## config.mk

```make
export PLATFORM = sky130hd
export DESIGN_NAME = wb_stage
export DESIGN_NICKNAME = d
export VERILOG_FILES = /design/src/rtl/defines.sv /design/src/rtl/wb_defer_queue.sv /design/src/rtl/wb_stage.sv
export SDC_FILE = /design/constraint.sdc
export NUM_CORES = 1
export LEC_CHECK = 0
export CORE_MARGIN = 2
export CORE_UTILIZATION = 55
export CTS_BUF_LIST = sky130_fd_sc_hd__clkbuf_4
export DETAILED_ROUTE_END_ITERATION = 10
export PLACE_DENSITY_LB_ADDON = 0.1
export SLEW_MARGIN = 20
export SYNTH_ARGS = -nofsm -noshare
export SYNTH_HDL_FRONTEND = slang
export SYNTH_SLANG_ARGS = --single-unit
```

## constraint.sdc

```tcl
create_clock -name clk -period 4.68 [get_ports clk]
set_clock_uncertainty 0.2 [all_clocks]
set_input_delay 0.936 -clock clk [delete_from_list [all_inputs] [get_ports clk]]
set_output_delay 0.936 -clock clk [all_outputs]
set_load 0.005 [all_outputs]
```

## src/rtl/defines.sv

```systemverilog
// defines: shared register-file widths and write-back constants
package defines;
   localparam int RegNum = 32;
   localparam int RegNumLog2 = $clog2(RegNum);
   typedef logic [31:0] RegBus;
   typedef logic [RegNumLog2-1:0] RegAddrBus;
   localparam RegBus ZeroWord = '0;
   localparam logic WriteEnable = 1'b1;
   localparam int WbQDepth = 2;
endpackage

```

## src/rtl/wb_defer_queue.sv

```systemverilog
// wb_defer_queue: deferred-write FIFO with kill-by-address, pending lookup and occupancy
module wb_defer_queue
   import defines::*;
#(
   parameter int DATA_W = $bits(RegBus),
   parameter int ADDR_W = RegNumLog2,
   parameter int QDEPTH = WbQDepth
) (
   input  logic                       clk,
   input  logic                       rst,
   input  logic                       push,
   input  logic [ADDR_W-1:0]          push_addr,
   input  logic [DATA_W-1:0]          push_data,
   input  logic                       kill,
   input  logic [ADDR_W-1:0]          kill_addr,
   input  logic                       pop,
   input  logic [ADDR_W-1:0]          raddr1,
   input  logic [ADDR_W-1:0]          raddr2,
   output logic                       ready,
   output logic                       head_occ,
   output logic                       head_vld,
   output logic [ADDR_W-1:0]          head_addr,
   output logic [DATA_W-1:0]          head_data,
   output logic                       pend1,
   output logic                       pend2,
   output logic [$clog2(QDEPTH):0]    cnt
);
   localparam int PW = $clog2(QDEPTH);
   localparam int CW = PW + 1;
   logic [QDEPTH-1:0] vld;
   logic [ADDR_W-1:0] addr [QDEPTH];
   logic [DATA_W-1:0] data [QDEPTH];
   logic [PW-1:0]     hp, tp;
   logic              rdy, enq, keep;
   assign enq       = push && push_addr != '0;
   assign keep      = !(kill && kill_addr == push_addr);
   assign ready     = rdy && cnt != CW'(QDEPTH);
   assign head_occ  = cnt != '0;
   assign head_vld  = vld[hp];
   assign head_addr = addr[hp];
   assign head_data = data[hp];
   // control state: entry valid bits, pointers, occupancy, post-reset ready
   always_ff @(posedge clk or negedge rst)
      if (!rst) begin
         rdy <= 1'b0;
         vld <= '0;
         hp  <= '0;
         tp  <= '0;
         cnt <= '0;
      end else begin
         rdy <= 1'b1;
         for (int i = 0; i < QDEPTH; i++)
            if (kill && addr[i] == kill_addr) vld[i] <= 1'b0;
         if (pop) begin
            vld[hp] <= 1'b0;
            hp      <= hp + PW'(1);
         end
         if (enq) begin
            vld[tp] <= keep;
            tp      <= tp + PW'(1);
         end
         cnt <= cnt + CW'(enq) - CW'(pop);
      end
   // payload storage, written only on enqueue
   always_ff @(posedge clk)
      if (enq) begin
         addr[tp] <= push_addr;
         data[tp] <= push_data;
      end
   // pending lookup over live entries for both ID read ports
   always_comb begin
      pend1 = 1'b0;
      pend2 = 1'b0;
      for (int i = 0; i < QDEPTH; i++) begin
         pend1 = pend1 | (vld[i] && addr[i] == raddr1);
         pend2 = pend2 | (vld[i] && addr[i] == raddr2);
      end
      pend1 = pend1 && raddr1 != '0;
      pend2 = pend2 && raddr2 != '0;
   end
endmodule

```

## src/rtl/wb_stage.sv

```systemverilog
// wb_stage: MEM/WB pipeline register plus deferred side-unit writes sharing one write port
module wb_stage
   import defines::*;
#(
   parameter int DATA_W = $bits(RegBus),
   parameter int ADDR_W = RegNumLog2,
   parameter int QDEPTH = WbQDepth
) (
   input  logic                    clk,
   input  logic                    rst,
   input  logic                    mem_wreg,
   input  logic [ADDR_W-1:0]       mem_wd,
   input  logic [DATA_W-1:0]       mem_wdata,
   input  logic                    wb_stall,
   input  logic                    wb_flush,
   input  logic                    lu_valid,
   output logic                    lu_ready,
   input  logic [ADDR_W-1:0]       lu_waddr,
   input  logic [DATA_W-1:0]       lu_wdata,
   output logic                    we,
   output logic [ADDR_W-1:0]       waddr,
   output logic [DATA_W-1:0]       wdata,
   input  logic [ADDR_W-1:0]       raddr1,
   input  logic [ADDR_W-1:0]       raddr2,
   output logic                    pend1,
   output logic                    pend2,
   output logic [$clog2(QDEPTH):0] q_cnt
);
   logic              p_wreg;
   logic [ADDR_W-1:0] p_wd;
   logic [DATA_W-1:0] p_wdata;
   logic              capture, kill, pop, hocc, hvld, hwr;
   logic [ADDR_W-1:0] haddr;
   logic [DATA_W-1:0] hdata;
   assign capture = mem_wreg && mem_wd != '0;
   assign kill    = capture && !wb_stall && !wb_flush;
   assign hwr     = hocc && hvld;
   assign pop     = hocc && (!hvld || !p_wreg);
   // MEM/WB register: flush beats stall, r0 writes are dropped at capture
   always_ff @(posedge clk or negedge rst)
      if (!rst) begin
         p_wreg  <= 1'b0;
         p_wd    <= '0;
         p_wdata <= '0;
      end else if (wb_flush) p_wreg <= 1'b0;
      else if (!wb_stall) begin
         p_wreg  <= capture;
         p_wd    <= mem_wd;
         p_wdata <= mem_wdata;
      end
   // write-port arbitration: pipeline first, then a live queue head
   always_comb begin
      we    = p_wreg ? WriteEnable : hwr;
      waddr = p_wreg ? p_wd : hwr ? haddr : '0;
      wdata = p_wreg ? p_wdata : hwr ? hdata : DATA_W'(ZeroWord);
   end
   wb_defer_queue #(.DATA_W(DATA_W), .ADDR_W(ADDR_W), .QDEPTH(QDEPTH)) u_q (
      .clk(clk), .rst(rst),
      .push(lu_valid && lu_ready), .push_addr(lu_waddr), .push_data(lu_wdata),
      .kill(kill), .kill_addr(mem_wd), .pop(pop),
      .raddr1(raddr1), .raddr2(raddr2),
      .ready(lu_ready), .head_occ(hocc), .head_vld(hvld),
      .head_addr(haddr), .head_data(hdata),
      .pend1(pend1), .pend2(pend2), .cnt(q_cnt)
   );
endmodule

```

* Yosys cells after proc, flatten, opt, wreduce, memory -nomap -nowiden
Memories as Yosys holds them, arrays and structs flattened. Cells that the tools add are included.
Word-level totals: bits in registers 45, bits in latches 0, memory bits (writable) 74, memory bits (read-only) 0, input bits 90, logic and storage cells 84, memories kept 2
Memory list:
- u_q.data | words 2, bits a word 32, read ports 1, clocked after memory_dff 0, write ports 1, RTL line wb_defer_queue.sv:32 | logic [DATA_W-1:0] data [QDEPTH];
- u_q.addr | words 2, bits a word 5, read ports 3, clocked after memory_dff 0, write ports 1, RTL line wb_defer_queue.sv:31 | logic [ADDR_W-1:0] addr [QDEPTH];
Operators by class: add/sub/neg operators 4, multiply operators 0, divide/modulo/power cells 0, magnitude comparators 4, eq/ne operators 9, shift-type cells 0, mux-type cells 20, bitwise operators 6, reductions and logical operators 31
Operators by type and width (count):
- 2-to-1 mux 32 bit | 2
- equality test 5 bit | 7
- nonzero test 5 bit | 4
- logical AND 1 bit | 19
- 2-to-1 mux 1 bit | 11
- 2-to-1 mux 5 bit | 2
- logical NOT 1 bit | 5
- less-than comparator 1 x 2 -> 1 bit, second input constant | 2
- 2-to-1 mux 2 bit | 2
- adder 1 bit, second input constant | 2
- adder 2 x 1 -> 2 bit | 1
- AND 2 bit | 1
- bitwise mux 2 bit | 1
- demux 1 bit (select 1 bit) | 2
- >= comparator 1 bit, second input constant | 2
- != test 2 x 1 -> 1 bit, second input constant | 1
- != test 2 bit, second input constant | 1
- inverter 1 bit | 2
- inverter 2 bit | 1
- bitwise OR 1 bit | 2
- AND reduction 2 bit | 1
- nonzero test 2 bit | 1
- subtractor 2 x 1 -> 2 bit | 1
- logical OR 1 bit | 1

* Depth between registers and ports, before layout
Gate-level depths: netlist (run 1).
word-level depth 10, gate-level depth with buffers 8

* By module
Synthesis (run 1) repeated with hierarchy kept, for this count alone.
Unflattened totals: cell total of the unflattened synthesis 335, area, all modules 5403.9 um^2
By module, submodules not included:
- wb_defer_queue | times used 1, cells an instance 201, area an instance 3437.0 um^2, sequential area each 2397.3 um^2
- wb_stage | times used 1, cells an instance 134, area an instance 1966.9 um^2, sequential area each 950.9 um^2

* Worst setup path before layout (run 1)
OpenSTA, ideal clock, no wires.
path kind input to output, start input port raddr2[0], end output port pend2, arrival 1583 ps, slack 1961 ps, stages 4, buffers on the path 0, cells stage by stage xor2_1 nor4_1 nand3_1 a21oi_1
Between the ends: word-level cells in the longest chain between the ends 4
RTL lines:
- start, declared | RTL line wb_stage.sv:24 | input logic [ADDR_W-1:0] raddr2,
- equality test 5 bit | RTL line wb_defer_queue.sv:76 | pend2 = pend2 | (vld[i] && addr[i] == raddr2);
- logical AND 1 bit | RTL line wb_defer_queue.sv:76
- bitwise OR 1 bit | RTL line wb_defer_queue.sv:76
- logical AND 1 bit * | RTL line wb_defer_queue.sv:79 | pend2 = pend2 && raddr2 != '0;
- end, declared | RTL line wb_stage.sv:26 | output logic pend2,
Mark *: on every way between the ends. The rest lies on a longest branch, timed or not.

* Worst setup path after layout (run 1)
Same ends and word-level chain as after synthesis.

==> out/results.ini, run 1 <==
[worst_setup_path]
endpoint=pend2
crit_arrival_ns=2.69
crit_fanout=3
crit_start=raddr2[0]
crit_top_cell=clkdlybuf4s50_1
max_stage_delay_ns=0.51
cp_num_buf_inv=2
r2r-start=u_q.cnt[0]
cpLargestDelayFamily=buffers and inverters
crit_type=in -> out
timing.rr.end=u_q.data[0][31]
r2r_slack_ns=2.22
cp_num_cells=6
start_kind=primary input
path_cells=clkdlybuf4s50_1 -> xor2_1 -> nor4_1 -> nand3_1 -> a21oi_1 -> clkdlybuf4s50_1
end_kind=primary output
required_ns=3.54
slowest_stage=clkdlybuf4s50_1
r2r_cells=3

[logic_synthesis]
netlist.area_leader.share_pct=42.5
async_flop_share_pct=37.8
synth_seq_cells=119
ys_top_cells_by_count=edfxtp_1 (74), dfrtp_1 (45), mux2i_1 (39)
yosys_warnings=0
syn_area_um2=5220
syn_area_per_cell_um2=14.0
synth_area_leader_cell=edfxtp_1
seq_area_frac_synth_pct=64.1
synthTopCellsByArea=edfxtp_1 (43%), dfrtp_1 (22%), mux2_2 (8.2%)
syn_nets=465
ys.flop_type=edfxtp_1
synth_edf_count=74
synth_most_common_cell=edfxtp_1
synth_cells=373
ys_types=32

[grt]
grtUsageTotal_pct=23.9
gr-total-overflow=0
antenna_found_initial=0
grt_first_pass_wirelength_um=18500
grt_busiest_layer=met2
gr-usage-met2_pct=40.6
grt_start_max_net_pins=46
grt_pass1_vias=3758
use_met1_pct=29.8
grt_use_met3_pct=6.21

[status]
status=completed

[run]
maxCapViolCount=0

[clocking]
cts-root-buf=clkbuf_4
cts_resized=0
cts_made_buffers=17
clk_pin_slew_worst_paths_ns=0.09
post-cts-setup-buffers=0
cts_max_level=4
clockBufferDepth=2
cts_tree=yes
cts_sinks=119
hold_buffers=0
clk_latency_ns=0.48

[routing]
detail_route.wl_per_cell_um=17.6
vias=3514
drt_iter0_drc=174
via_per_inst=5.39
first_pass_iters=4
drc=0
wirelength_um=11500
final_antenna_net_count=0

[pwr]
leakagePower_nw=2.58
peakVddDrop_mv=0.354
powerDensity_nw_per_um2=439

[sta]
worstMarginPinSlew_ns=0.698
fin_setup_tns_ns=0
slew_violations=0
fmax_mhz=261
hold_violations=0
slew_headroom_pct=53.3
layout_min_cycle_time_ns=3.82
setup_viol=0
period_share_pct=81.7
rsz0062_at_grt=no

[min_path]
hold_path_class=reg -> reg

[cells_and_area]
area_delta_synth_final_pct=33.3
final_cells=652
drive_gt1_share_pct=15.9
fin_util_pct=75.3
diodes=0
fin_nets=602

[placement]
place_congestion=0.813
io_buffers=132
dp.cells=620
hpwl_um=7440

[die]
die_w_um=101
rows=35
dieArea_um2=10300
die_h_um=101
start_util_pct=56.5
boundaryPins=133
core_um2=9240

-- kinds of logic after synthesis --
group | count (synthesis) | synth area share, %
XOR/XNOR | 39 | 6.54
multiplexers | 77 | 15.7
buffers and inverters | 20 | 1.63
AO/OA/AOI/OAI | 50 | 5.34
flip-flops | 119 | 64.1
other | 1 | 0.0718
AND/OR/NAND/NOR | 65 | 6.18
adder cells (fa/ha/maj) | 2 | 0.479
-- cells in the final DEF (no fill, tap or decap), types with 3 or more instances in the layout --
cell,instances
nor2_1,3
xor2_1,24
mux2_2,38
nand2_1,38
clkinvlp_4,3
clkinv_4,3
xnor2_1,15
mux2i_1,39
clkbuf_4,19
buf_4,4
or4_1,3
bufinv_16,3
clkdlybuf4s50_1,131
o21ai_0,38
nor4_1,5
dfrtp_1,44
edfxtp_1,74
nand3_1,7
a21oi_1,4
-- metal layers --
layer	wire, µm	part of all wire, %
met1	4730	41
met2	5890	51
met3	779	6.8
met4	89	0.77
met5	0	0
-- worst min-delay path by stage --
stage | start | end | slack (ns) | cells past startpoint
finish | u_q.tp | u_q.tp | 0.31 | 1
global route | p_wdata[7] | p_wdata[7] | 0.33 | 1
CTS | u_q.tp | u_q.tp | 0.32 | 1
detailed placement | p_wdata[11] | p_wdata[11] | 0.30 | 1
global placement | u_q.tp | u_q.tp | 0.27 | 1
floorplan | u_q.tp | u_q.tp | 0.26 | 1
-- metrics by stage --
step	setup slack [ns]	hold WS, ns	total power [W]	cell area (µm²)
floorplan	1.96	0.256	0.00187	5220
global placement	0.933	0.273	0.00230	6660
detailed placement	0.873	0.297	0.00233	6660
CTS	0.857	0.317	0.00308	6960
global route	0.754	0.328	0.00321	6960
finish	0.856	0.308	0.00305	6960
-- layout make-up --
| cell class | instances | area, µm² |
|---|---|---|
| Clock inverter | 13 | 156 |
| Inverter | 2 | 7.51 |
| Clock buffer | 19 | 143 |
| Multi-Input combinational cell | 234 | 1800 |
| Tap cell | 129 | 161 |
| Fill cell | 610 | 2280 |
| Sequential cell | 119 | 3350 |
| Timing Repair Buffer | 136 | 1350 |
-- flip-flops by register name (all words and copies together), names as in the netlist --
register	cells
p_wd	5
p_wdata	32
p_wreg	1
u_q.addr	10
u_q.cnt	2
u_q.data	64
u_q.hp	1
u_q.rdy	1
u_q.tp	1
u_q.vld	2
-- power breakdown --
group | internal (W) | switching, W
Combinational | 0.000504 | 0.000427
Clock | 0.000379 | 0.000374
Sequential | 0.00128 | 0.0000862
Power figures use the tool's default switching activity.
==> run 2: changes to the inputs <==
--- a/config.mk
+++ b/config.mk
@@ -6,7 +6,7 @@
 export NUM_CORES = 1
 export LEC_CHECK = 0
 export CORE_MARGIN = 2
-export CORE_UTILIZATION = 55
+export CORE_UTILIZATION = 46
 export CTS_BUF_LIST = sky130_fd_sc_hd__clkbuf_4
 export DETAILED_ROUTE_END_ITERATION = 10
 export PLACE_DENSITY_LB_ADDON = 0.1
==> constraint.sdc (replaced) <==
create_clock -name clk -period 3.4 [get_ports clk]
set_clock_uncertainty 0.2 [all_clocks]
set_input_delay 0.68 -clock clk [delete_from_list [all_inputs] [get_ports clk]]
set_output_delay 0.68 -clock clk [all_outputs]
set_load 0.005 [all_outputs]
==> run 2 against run 1 <==
- first-iteration DRC count increased by 3.4%
- hold slack worse by 0.29 ns
- via count is 0.48% higher
- utilization is 12 points lower
- combinational power rose by 44%
- worst setup slack worse by 0.73 ns
- critical endpoint is now wdata[7]
==> out/results.ini, run 2 (same netlist as run 1, synthesis figures left out) <==
[status]
status=completed

[grt]
gr-total-overflow=0
antenna_found_initial=0
grt_pass1_vias=3641
grt_first_pass_wirelength_um=18800
grtUsageTotal_pct=19.8
grt_start_max_net_pins=42

[clocking]
cts_max_level=4
cts_made_buffers=17
post-cts-setup-buffers=0
hold_buffers=0
clockBufferDepth=2
cts-root-buf=clkbuf_4
cts_sinks=119
clk_pin_slew_worst_paths_ns=0.10
clk_latency_ns=0.51
cts_tree=yes

[worst_setup_path]
crit_fanout=21
crit_arrival_ns=2.40
crit_type=reg -> out
r2r_cells=3
start_kind=register
end_kind=primary output
required_ns=2.52

[cells_and_area]
diodes=0
fin_area_um2=6990
final_cell_mix=clkdlybuf4s50_1 (130), edfxtp_1 (74), dfrtp_1 (44), mux2i_1 (39)
top_regs=u_q.data (64), p_wdata (32), u_q.addr (10)
drive_gt1_share_pct=16.4
largest_reg_flops=64
largest-register=u_q.data
fin_nets=604
final_common_cell=clkdlybuf4s50_1
fillers=880
area_delta_synth_final_pct=33.7
fin_util_pct=63.6

[die]
dieArea_um2=12200
core_um2=11000
die_h_um=111
rows=38
start_util_pct=47.6
boundaryPins=133
die_w_um=111

[sta]
slew_violations=0
setup_viol=0
rsz0062_at_grt=no
slew_headroom_pct=49.3
fmax_mhz=305
layout_min_cycle_time_ns=3.28
worstMarginPinSlew_ns=0.760
period_share_pct=96.4
setup_ws_ns=0.121
fin_setup_tns_ns=0
hold_violations=0

[routing]
first_pass_iters=4
wirelength_um=11800
detail_route.wl_per_cell_um=17.7
final_antenna_net_count=0
drc=0
drt_iter0_drc=180
vias=3531
via_per_inst=5.32

[min_path]
hold_path_class=in -> async

[placement]
place_congestion=0.817
dpl_cell_area_um2=6700
hpwl_um=7920
pre_cts_ws_ns=0.0490
io_buffers=132

[pwr]
leakagePower_nw=2.61
peakVddDrop_mv=0.526
powerDensity_nw_per_um2=597

[run]
maxCapViolCount=0

[run 2: final timing paths]
kind	from	to	slack (ns)
worst max-delay path	u_q.hp	wdata[7]	0.12
worst min-delay path	rst	u_q.vld[1]	0.02
worst max register to register	u_q.cnt[0]	u_q.data[1][17]	1.00
worst min register to register	u_q.tp	u_q.tp	0.30
max in group asynchronous	rst	p_wdata[26]	2.26
min in group clk	u_q.tp	u_q.tp	0.30
[run 2: metal layers]
metal / up-vias / track usage (%) / share of wire [%]
met2: 109 / 30.3 / 47
met4: 0 / 7.75 / 2.0
met1: 1754 / 26.1 / 45
met5: - / 0 / 0
met3: 23 / 6.81 / 6.2
li1: 1645 / - / -
[run 2: where the power goes]
part           internal (W)  switching (W)
sequential          0.00177       0.000116
combinational      0.000725       0.000614
clock              0.000457       0.000491
total               0.00295        0.00122
[run 2: critical path: stages (launching register included)]
cell	delay, ns
dfrtp_2	0.43
mux2_2	0.28
nand2_4	0.15
buf_12	0.20
o21ai_0	0.26
clkdlybuf4s50_1	0.56
[run 2: area by class of cell]
| cell class | instances | area, µm² | share of cell area (%) |
|---|---|---|---|
| flip-flops and latches | 119 | 3350 | 47.9 |
| multi-input cells | 234 | 1810 | 25.9 |
| repair buffers | 138 | 1380 | 19.8 |
| well taps | 140 | 175 | 2.51 |
| clock buffers | 21 | 158 | 2.26 |
| clock inverters | 10 | 106 | 1.52 |
| inverters | 2 | 7.51 | 0.107 |
[run 2: timing repair]
item	CTS	global route
pin swaps	0	1
setup endpoints to repair	5	3
resized for setup	2	3
[run 2: stage by stage]
stage          power (W)  instances  hold WS, ns
2_1_floorplan    0.00257        373        0.184
3_3_place_gp     0.00322        633        0.276
3_5_place_dp     0.00325        633        0.292
4_1_cts          0.00421        664       0.0155
5_1_grt          0.00438        664       0.0591
6_report         0.00417        664       0.0184
